<file path="config.mk">
export PLATFORM = sky130hd
export DESIGN_NAME = ifu_fetch
export DESIGN_NICKNAME = d
export VERILOG_FILES = /design/src/rtl/ifu_fetch.sv
export SDC_FILE = /design/constraint.sdc
export NUM_CORES = 1
export LEC_CHECK = 0
export ABC_AREA = 0
export BUFFER_PORTS_ARGS = -buffer_cell sky130_fd_sc_hd__clkbuf_2
export CORE_ASPECT_RATIO = 0.9
export CORE_MARGIN = 8
export CORE_UTILIZATION = 35
export CTS_CLUSTER_SIZE = 24
export DETAILED_ROUTE_END_ITERATION = 8
export GPL_TIMING_DRIVEN = 0
export PLACE_DENSITY_LB_ADDON = 0.15
export SETUP_SLACK_MARGIN = 0.05
export SYNTH_ARGS = -nofsm -noshare
export SYNTH_HDL_FRONTEND = slang
export SYNTH_SLANG_ARGS = --single-unit
export TNS_END_PERCENT = 5
</file>
<file path="constraint.sdc">
create_clock -name clk -period 1.9 [get_ports clk]
set_input_delay 0 -clock clk [delete_from_list [all_inputs] [get_ports clk]]
set_output_delay 0 -clock clk [all_outputs]
set_load 0.05 [all_outputs]
</file>
<file path="src/rtl/ifu_fetch.sv">
`default_nettype none
`timescale 1ns/1ps
// ============================================================================
// Module   : ifu_fetch
// Purpose  : Instruction fetch unit. Issues one word-aligned fetch at a time
//            to instruction memory, holds the returned word in a single-entry
//            buffer presented to decode, and redirects on branch/jump/trap
//            targets from execute/CSR logic.
// Ports    :
//   clk             - clock, all state updates on rising edge
//   rst_n           - asynchronous active-low reset
//   pipe_stop       - decode holding; presented inst/pc are not consumed
//   redirect_valid  - one-cycle flush request, refetch from redirect_pc
//   redirect_pc     - new fetch target (low two bits ignored)
//   imem_req_valid  - fetch request valid (held stable until accepted)
//   imem_req_addr   - fetch address, word aligned
//   imem_req_ready  - memory accepts the request this cycle
//   imem_resp_valid - response data valid (no backpressure)
//   imem_resp_data  - fetched instruction word
//   inst            - instruction to decode, 32'h0 when no instruction valid
//   pc              - pc of inst
//   fetch_busy      - a fetch is being requested or awaited
// Revision : 1.0 - initial release
// ============================================================================
module ifu_fetch #(
  parameter logic [31:0] RESET_PC = 32'h8000_0000
) (
  input  logic        clk,
  input  logic        rst_n,
  input  logic        pipe_stop,
  input  logic        redirect_valid,
  input  logic [31:0] redirect_pc,
  output logic        imem_req_valid,
  output logic [31:0] imem_req_addr,
  input  logic        imem_req_ready,
  input  logic        imem_resp_valid,
  input  logic [31:0] imem_resp_data,
  output logic [31:0] inst,
  output logic [31:0] pc,
  output logic        fetch_busy
);

  typedef enum logic [1:0] {
    IDLE = 2'd0,
    REQ  = 2'd1,
    WAIT = 2'd2,
    HOLD = 2'd3
  } state_t;

  state_t      r_state;
  state_t      w_state_next;
  logic [31:0] r_fetch_pc;
  logic [31:0] r_req_addr;
  logic        r_drop;
  logic        r_buf_valid;
  logic [31:0] r_buf_inst;
  logic [31:0] r_buf_pc;

  logic [31:0] w_redirect_aligned;
  logic        w_consume;
  logic        w_resp;

  assign w_redirect_aligned = {redirect_pc[31:2], 2'b00};
  // A redirect wins over consumption: the presented word is being flushed.
  assign w_consume          = r_buf_valid && !pipe_stop && !redirect_valid;
  // Responses outside WAIT (e.g. a late one after reset) are ignored.
  assign w_resp             = (r_state == WAIT) && imem_resp_valid;

  // --------------------------------------------------------------------------
  // State register
  // --------------------------------------------------------------------------
  always_ff @(posedge clk or negedge rst_n) begin
    if (!rst_n) begin
      r_state <= IDLE;
    end else begin
      r_state <= w_state_next;
    end
  end

  // --------------------------------------------------------------------------
  // Next-state logic
  // --------------------------------------------------------------------------
  always_comb begin
    w_state_next = r_state;
    case (r_state)
      IDLE: w_state_next = REQ;
      // The request is never withdrawn, even on redirect; the stale
      // response is dropped instead.
      REQ:  if (imem_req_ready) w_state_next = WAIT;
      WAIT: begin
        if (imem_resp_valid) begin
          if (redirect_valid || r_drop) w_state_next = REQ;
          else                          w_state_next = HOLD;
        end
      end
      // Leave HOLD once the buffer has actually drained (or is flushed), so
      // the next request always targets the updated fetch_pc.
      HOLD: if (redirect_valid || !r_buf_valid) w_state_next = REQ;
      default: w_state_next = IDLE;
    endcase
  end

  // --------------------------------------------------------------------------
  // Fetch address, drop flag and instruction buffer
  // --------------------------------------------------------------------------
  always_ff @(posedge clk or negedge rst_n) begin
    if (!rst_n) begin
      r_fetch_pc  <= RESET_PC;
      r_req_addr  <= RESET_PC;
      r_drop      <= 1'b0;
      r_buf_valid <= 1'b0;
      r_buf_inst  <= 32'h0;
      r_buf_pc    <= 32'h0;
    end else begin
      if (w_consume) begin
        r_buf_valid <= 1'b0;
      end

      case (r_state)
        IDLE: begin
          r_req_addr <= redirect_valid ? w_redirect_aligned : r_fetch_pc;
        end
        REQ: begin
          if (redirect_valid) r_drop <= 1'b1;
        end
        WAIT: begin
          if (w_resp) begin
            if (redirect_valid) begin
              // Same-cycle redirect: the response is discarded here, so no
              // drop is left pending for the refetch.
              r_drop     <= 1'b0;
              r_req_addr <= w_redirect_aligned;
            end else if (r_drop) begin
              r_drop     <= 1'b0;
              r_req_addr <= r_fetch_pc;
            end else begin
              r_buf_valid <= 1'b1;
              r_buf_inst  <= imem_resp_data;
              r_buf_pc    <= r_req_addr;
              r_fetch_pc  <= r_req_addr + 32'd4;
            end
          end else if (redirect_valid) begin
            r_drop <= 1'b1;
          end
        end
        HOLD: begin
          if (redirect_valid)    r_req_addr <= w_redirect_aligned;
          else if (!r_buf_valid) r_req_addr <= r_fetch_pc;
        end
        default: ;
      endcase

      // Redirect overrides any fetch_pc increment and buffer update above.
      if (redirect_valid) begin
        r_fetch_pc  <= w_redirect_aligned;
        r_buf_valid <= 1'b0;
      end
    end
  end

  // --------------------------------------------------------------------------
  // Outputs
  // --------------------------------------------------------------------------
  assign imem_req_valid = (r_state == REQ);
  assign imem_req_addr  = r_req_addr;
  assign inst           = (r_buf_valid && !redirect_valid) ? r_buf_inst : 32'h0;
  assign pc             = r_buf_pc;
  assign fetch_busy     = (r_state == REQ) || (r_state == WAIT);

endmodule
`default_nettype wire

</file>
==> out/summary.txt, run 1 <==
Synth Instances = 679
RSZ-0062 raised after global routing = yes
Setup WS post-layout = 119 ps
Hold WC Path Type = in2async
Reg-to-Reg Start = r_state[0]
Slowest-stage cell, CP = dfrtp_1
DRC = 0
Register Area = 3330 sq um
Critical path class = reg2reg
Core area = 17400 sq um
Effective utilization at floorplan = 35.3%
Fin area = 8880 sq um
RR Endpoint = pc[31]
Setup Skew = 10.2 ps
Worst relative slew slack = 39.3%
Register area share after synthesis = 53.7%
Ports = 168
Fmax = 561 MHz
IO buf count = 165
Worst Setup Start Kind = flip-flop
Top cells by area, synth = dfrtp_1 (53%), nand2_1 (13%), mux2i_1 (4.2%)
Arr. time, crit path = 2130 ps
Cell area power density = 1500 nW/um^2
Via density = 4.66
Die H = 142 um
CTS tree = built
Layout cell share with drive strength beyond 1 = 28.8%
Max Slew Vio Count = 0
Row count = 46
Final Non-Filler Cells = 1193
Area grow syn2layout = 44.2%
Inst Count DP = 1085
Post-synth ARST share = 100%
Cells along the critical path = inv_1, ha_2, nand3b_1, buf_4, nor2_4, buf_2, nand2_1, nand2_1
CTS sink count = 132
H-Tree Level Count = 4
Antenna diodes = 0
Mapped Area = 6160 sq um
Final period utilization = 93.7%
Die width = 156 um
GP Congestion = 0.740
Fin nets = 1014
Fin. Hold Viols = 0
Synth warn = 0
Maximum root-to-sink buffer count = 2
Root Buffer = clkbuf_16
Max Cap Viol = 0
Synth top area share = 52.8%
Cell taking the most area after synthesis = dfrtp_1
Crit end category = flip-flop
Measured slew at the worst slew-check pin = 910 ps
DR iter-0 viols = 344
Post-DRT Antenna Nets = 0
Die area = 22100 sq um
Post-Syn Nets = 753
Placed Instance Area = 7340 sq um
Vias after detailed routing = 5558
Most frequent cells after synthesis = nand2_1 (213), dfrtp_1 (130), nor2_1 (40), a21oi_1 (36)
Vias in the first global route = 6022
Most used cell, CP = nand2_1
# setup viols final = 0
Pleak = 4.47 nW
Number of flops mapped to enable cells by yosys = 0
WL/cell = 16.4 um
Area occupied by multi-input gates = 2760 sq um
Worst Path Max Fanout = 10
Pin count of the biggest net entering global routing = 92
Top FF cell, synth = dfrtp_1
DR pass1 iterations = 4
Layout fillers = 1640
Synthesis-stage register bit count = 132
Minimum clock period = 1780 ps
GRT overflow = 0
Clock transition at the registers of the reported paths = 60 ps
Status = completed
Crit-path max cell delay = 400 ps
Final WL = 19.6 mm
Top-count cell post-synth = nand2_1
Post-synth cell types = 36
Utilization after layout = 50.9%
Clock Latency Late Sink = 420 ps
Worst vdd ir = 657 uV
Pre-CTS setup slack = -592 ps
Worst-case reg-to-reg path depth = 8
Final HPWL DP = 13.2 mm
Synthesized area per cell = 9.07 sq um
TritonCTS Buffers = 17
Crit path required time = 2250 ps
Reg2reg setup slack = 120 ps
Initial antenna violation count = 0
Gr usage total = 18.8%
First-pass GRT wire length = 32.7 mm
## worst max path at each step
stage                             end  slack [ps]  cells after the start               from
floorplan              r_fetch_pc[29]          10                      6  imem_req_addr[20]
global placement     imem_req_addr[5]       -1830                      1              rst_n
detailed placement             pc[20]        -590                      7         r_state[0]
CTS                 imem_req_addr[30]          50                      8         r_state[0]
global route           r_buf_inst[17]         -20                      7         r_state[0]
finish                         pc[31]         120                      8         r_state[0]
## routing by layer
metal / wire (um) / vias to the layer above / GRT usage [%] / share of wire (%)
met5: 0 / - / 0 / 0
met1: 9050 / 2635 / 24.4 / 46
met3: 1460 / 13 / 6.81 / 7.5
met2: 8880 / 148 / 29.2 / 45
li1: - / 2762 / - / -
met4: 176 / 0 / 4.59 / 0.90
## cells by family after synthesis
logic type,count (synthesis),share of synthesized area [%]
simple gates,342,25.3
mux,26,4.23
xor+xnor,26,3.70
compound gates,101,9.19
buf+inv,48,3.03
fa+ha+maj,4,0.813
flops,132,53.7
## flip-flops by register name, summed over array words and instances (netlist names)
signal / count
imem_req_addr: 32
pc: 32
r_buf_inst: 32
r_fetch_pc: 32
r_state: 2
r_buf_valid: 1
r_drop: 1
## power breakdown
| part | switching, mW | internal (mW) |
|---|---|---|
| registers | 0.891 | 3.68 |
| logic | 3.74 | 1.58 |
| clock network | 1.28 | 2.14 |
## per-stage QoR
stage | total power [mW] | TNS, ps | hold slack (ps)
after global routing | 14.1 | -66.8 | 97.3
final | 13.3 | 0 | 78.0
after detailed placement | 9.50 | -49850 | -40.8
after floorplan | 8.03 | 0 | -296
after CTS | 13.3 | 0 | 72.3
after global placement | 9.44 | -254430 | 191
## what timing repair did
item	4_1_cts	5_1_grt
pin swaps	6	4
gates resized for setup	45	33
hold buffers	66	0
setup buffers	6	5
endpoints found under the hold margin	226	0
endpoints found under the setup margin	154	138
## worst max-delay path, delay by kind of cell (launching register included)
kind / cells / cell delay, ps
buffers and inverters: 3 / 540
flip-flops: 1 / 400
adder cells (fa/ha/maj): 1 / 210
AND/OR/NAND/NOR: 4 / 560
## layout by cell type (no fill, tap or decap), drive strengths merged, types with 7 or more instances in the layout
cell         netlist  layout
and2              32      32
a21oi             36      36
inv                9      10
buf                7      26
a31oi             10      10
clkbuf            32     209
nand3             18      18
clkinv             0       8
dfrtp            130     130
o21ai             37      37
a22oi             16      16
mux2i             26      26
xor2              20      20
nand2            213     213
nor2              40      40
nand4              7       7
nand2b             9       9
dlygate4sd3        0      66
## cell type report
class / instances / share of cell area, %
clock inverters: 12 / 1.73
clock buffers: 20 / 5.14
well taps: 240 / 3.38
multi-input cells: 499 / 31.1
plain buffers: 38 / 2.58
repair buffers: 243 / 18.3
inverters: 9 / 0.381
flip-flops and latches: 132 / 37.5
(Power assumes the default switching activity.)
==> run 2, diff against run 1 <==
- BUFFER_PORTS_ARGS: -buffer_cell sky130_fd_sc_hd__clkbuf_2 -> -buffer_cell sky130_fd_sc_hd__buf_2
==> out/summary.txt, run 2 (same netlist as run 1, synthesis figures left out) <==
Worst vdd ir = 607 uV
Max Slew Vio Count = 0
Effective utilization at floorplan = 35.3%
TritonCTS Buffers = 17
Minimum clock period = 1790 ps
Crit path required time = 2190 ps
Clock transition at the registers of the reported paths = 60 ps
Crit end category = flip-flop
Status = completed
Die width = 156 um
DR iter-0 viols = 292
Ports = 168
Arr. time, crit path = 2080 ps
Vias after detailed routing = 5559
Row count = 46
Power, Total = 13.2 mW
Cell area power density = 1490 nW/um^2
Antenna diodes = 0
Setup WS post-layout = 113 ps
Hold WC Path Type = in2async
Core area = 17400 sq um
Worst relative slew slack = 39.4%
Worst Setup Start Kind = flip-flop
Maximum root-to-sink buffer count = 2
Pin count of the biggest net entering global routing = 91
Worst-case reg-to-reg path depth = 8
Die area = 22100 sq um
CTS tree = built
Vias in the first global route = 5873
Final Non-Filler Cells = 1190
DR pass1 iterations = 5
Placed Instance Area = 7340 sq um
GP Congestion = 0.722
Initial antenna violation count = 0
Critical path startpoint = r_state[0]
Fmax = 560 MHz
Reg2reg setup slack = 110 ps
WL/cell = 16.3 um
RSZ-0062 raised after global routing = yes
Commonest non-fill, non-tap cell in the layout = nand2_1
Final HPWL DP = 13.3 mm
Die H = 142 um
Pleak = 4.47 nW
Final WL = 19.4 mm
GRT overflow = 0
Root Buffer = clkbuf_16
Measured slew at the worst slew-check pin = 909 ps
RR Endpoint = imem_req_addr[11]
Max Cap Viol = 0
CTS sink count = 132
Gr usage total = 18.4%
Layout cell share with drive strength beyond 1 = 28.3%
Utilization after layout = 50.8%
Worst Path Max Fanout = 10
Via density = 4.67
Setup Skew = 10.0 ps
Fin area = 8850 sq um
Area grow syn2layout = 43.8%
First-pass GRT wire length = 31.8 mm
Critical Path Sink = imem_req_addr[11]
Clock Latency Late Sink = 420 ps
# setup viols final = 0
Inst Count DP = 1085
DRC = 0
Post-DRT Antenna Nets = 0
Commonest non-fill, non-tap cells in the layout = nand2_1 (211), buf_2 (166), dfrtp_1 (114), dlygate4sd3_1 (66), nor2_1 (38)
Pre-CTS setup slack = -596 ps
Critical path class = reg2reg
Final period utilization = 94.0%
H-Tree Level Count = 4
IO buf count = 165
Fin nets = 1011
Reg-to-Reg Start = r_state[0]
Fin. Hold Viols = 0
## run 2: cell types whose count changed in the layout (fill, tap and decap cells not counted), sizes merged
cell,previous run,this run
clkinvlp,0,5
buf,26,183
clkbuf,209,47
clkinv,8,6
inv,10,9
## run 2: through the flow
stage | hold slack (ps) | TNS [ps]
floorplan | -296 | 0
global placement | 189 | -205210
detailed placement | -43.2 | -51660
CTS | 82.0 | 0
global route | 99.6 | 0
finish | 81.8 | 0
## run 2: critical path: stages (launching register included)
cell and delay [ps]:
dfrtp_1 400, inv_1 90, ha_4 180, nor3b_4 160, buf_4 150, nor3_4 200
buf_12 150, clkbuf_4 230, a21oi_1 90
## run 2: area by class of cell
type,instances,area [sq um]
Buffer,38,225
Clock buffer,18,439
Clock inverter,14,161
Fill cell,1649,8590
Inverter,9,33.8
Multi-Input combinational cell,499,2760
Sequential cell,132,3330
Tap cell,240,300
Timing Repair Buffer,240,1610
## run 2: worst min-delay path by stage
stage               depth (start not counted)               from  slack [ps]               end
global placement                            3  imem_resp_data[7]         190     r_buf_inst[7]
finish                                      2              rst_n          80             pc[6]
CTS                                         2              rst_n          80             pc[6]
global route                                2              rst_n         100             pc[6]
detailed placement                          1              rst_n         -40             pc[7]
floorplan                                   0              rst_n        -300  imem_req_addr[0]
## run 2: layer usage
metal	GRT usage (%)	wire length, um	vias to the layer above
met5	0	0	-
met2	27.7	8810	153
li1	-	-	2758
met4	5.26	219	0
met3	6.93	1630	15
met1	24.0	8730	2633
## run 2: power by group
| group | internal [mW] | total (mW) | switching (mW) |
|---|---|---|---|
| sequential | 3.68 | 4.55 | 0.871 |
| clock | 2.08 | 3.36 | 1.27 |
| combinational | 1.54 | 5.26 | 3.72 |
| total | 7.30 | 13.2 | 5.86 |
## run 2: what timing repair did
item | 4_1_cts | 5_1_grt
setup buffers | 5 | 3
hold endpoints to repair | 220 | 0
pin swaps | 6 | 3
gates resized for setup | 49 | 20
hold buffers | 66 | 0
endpoints found under the setup margin | 153 | 126
==> run 3, diff against run 2 <==
- REMOVE_ABC_BUFFERS: not set -> 1
==> out/summary.txt, run 3 (same netlist as run 1, synthesis figures left out) <==
Final WL = 18.1 mm
Sw Ratio = 44.6%
Antenna diodes = 0
Worst relative slew slack = 32.0%
Initial antenna violation count = 0
Vias in the first global route = 5538
Commonest non-fill, non-tap cells in the layout = nand2_1 (212), buf_2 (163), dfrtp_1 (124), dlygate4sd3_1 (66), nor2_1 (38)
Worst Setup Start Kind = flip-flop
Reg-to-Reg Start = r_state[1]
GRT overflow = 0
Setup Skew = 8.37 ps
H-Tree Level Count = 4
Die H = 142 um
Worst vdd ir = 789 uV
CTS sink count = 132
Layout cell share with drive strength beyond 1 = 26.3%
Pin count of the biggest net entering global routing = 85
Wl on met1 = 8.43 mm
Vias after detailed routing = 5446
Internal Power = 7.16 mW
Fin area = 8830 sq um
Worst Path Max Fanout = 26
Area grow syn2layout = 43.4%
WL/cell = 15.5 um
Gr usage total = 16.5%
Critical path startpoint = r_state[1]
Worst hold margin = 116 ps
IO buf count = 165
Die area = 22100 sq um
Root Buffer = clkbuf_16
Clock transition at the registers of the reported paths = 60 ps
Placed Instance Area = 7320 sq um
RR Endpoint = imem_req_addr[24]
Die width = 156 um
Hold WC Path Type = in2async
Max Cap Viol = 0
Ports = 168
Maximum root-to-sink buffer count = 2
Utilization after layout = 50.6%
CTS tree = built
Setup TNS = 0 ps
Sequential Power Share = 34.9%
Row count = 46
Reg2reg setup slack = 100 ps
Measured slew at the worst slew-check pin = 1020 ps
Switching power = 5.77 mW
Worst-case reg-to-reg path depth = 8
First-pass GRT wire length = 29.1 mm
Critical path class = reg2reg
GP Congestion = 0.761
Fin. Hold Viols = 0
Final period utilization = 94.9%
Clock Latency Late Sink = 410 ps
Uppermost layer routed = met4
Minimum clock period = 1800 ps
Crit end category = flip-flop
DR pass1 iterations = 4
Fin nets = 987
Pleak = 4.45 nW
# setup viols final = 0
Fmax = 555 MHz
Commonest non-fill, non-tap cell in the layout = nand2_1
Final HPWL DP = 11.5 mm
DR iter-0 viols = 260
Clk pwr share = 24.4%
Max Slew Vio Count = 0
Core area = 17400 sq um
Met2 WL = 8.18 mm
Logic gate share of total power = 40.7%
Post-DRT Antenna Nets = 0
DRC = 0
RSZ-0062 raised after global routing = yes
Power, Total = 12.9 mW
Effective utilization at floorplan = 35.3%
Arr. time, crit path = 2130 ps
Crit path required time = 2230 ps
Status = completed
Metal3 WL = 1.22 mm
TritonCTS Buffers = 17
Via density = 4.67
Cell area power density = 1460 nW/um^2
[run 3: timing repair]
item,in CTS,in global routing
pin swaps,8,3
resized for setup,9,15
endpoints found under the setup margin,127,108
hold buffers,66,0
hold endpoints to repair,147,0
cloned,1,1
buffers inserted,12,2
[run 3: critical path, stage by stage (launching register included)]
cell     delay (ps)
dfrtp_1         420
ha_4            200
nor3b_4         170
buf_6           190
nor3_4          190
buf_4           170
buf_12          170
nor2_1           60
a21oi_1         140
[run 3: power by group through the flow]
stage	logic [mW]	clock network (mW)	registers [mW]
finish	5.26	3.16	4.51
global route	5.66	3.39	4.67
CTS	5.13	3.25	4.51
detailed placement	4.85	0	4.55
global placement	4.67	0	4.52
floorplan	1.65	0	6.25
[run 3: cell type report]
type	count	area, sq um
repair buffers	253	1860
fillers	1635	8610
well taps	240	300
clock buffers	21	470
clock inverters	11	103
flip-flops and latches	132	3310
multi-input cells	500	2750
inverters	9	33.8
[run 3: how the worst max path moves through the flow]
stage,to,slack (ps),cells after the start
final,imem_req_addr[24],100,8
after global routing,imem_req_addr[25],3,9
after CTS,r_fetch_pc[23],20,7
after detailed placement,r_fetch_pc[23],-760,6
after global placement,r_buf_inst[20],-3330,6
after floorplan,r_fetch_pc[13],-1420,6
[run 3: layer usage]
metal / up-vias / global-route usage, %
li1: 2704 / -
met1: 2553 / 21.3
met2: 174 / 25.8
met3: 15 / 5.11
met4: 0 / 5.41
met5: - / 0
[run 3: per-stage QoR]
stage | setup slack, ps | cells
global route | 2.60 | 1166
CTS | 17.8 | 1163
detailed placement | -759 | 1052
global placement | -3330 | 1045
finish | 96.9 | 1166
floorplan | -1420 | 640
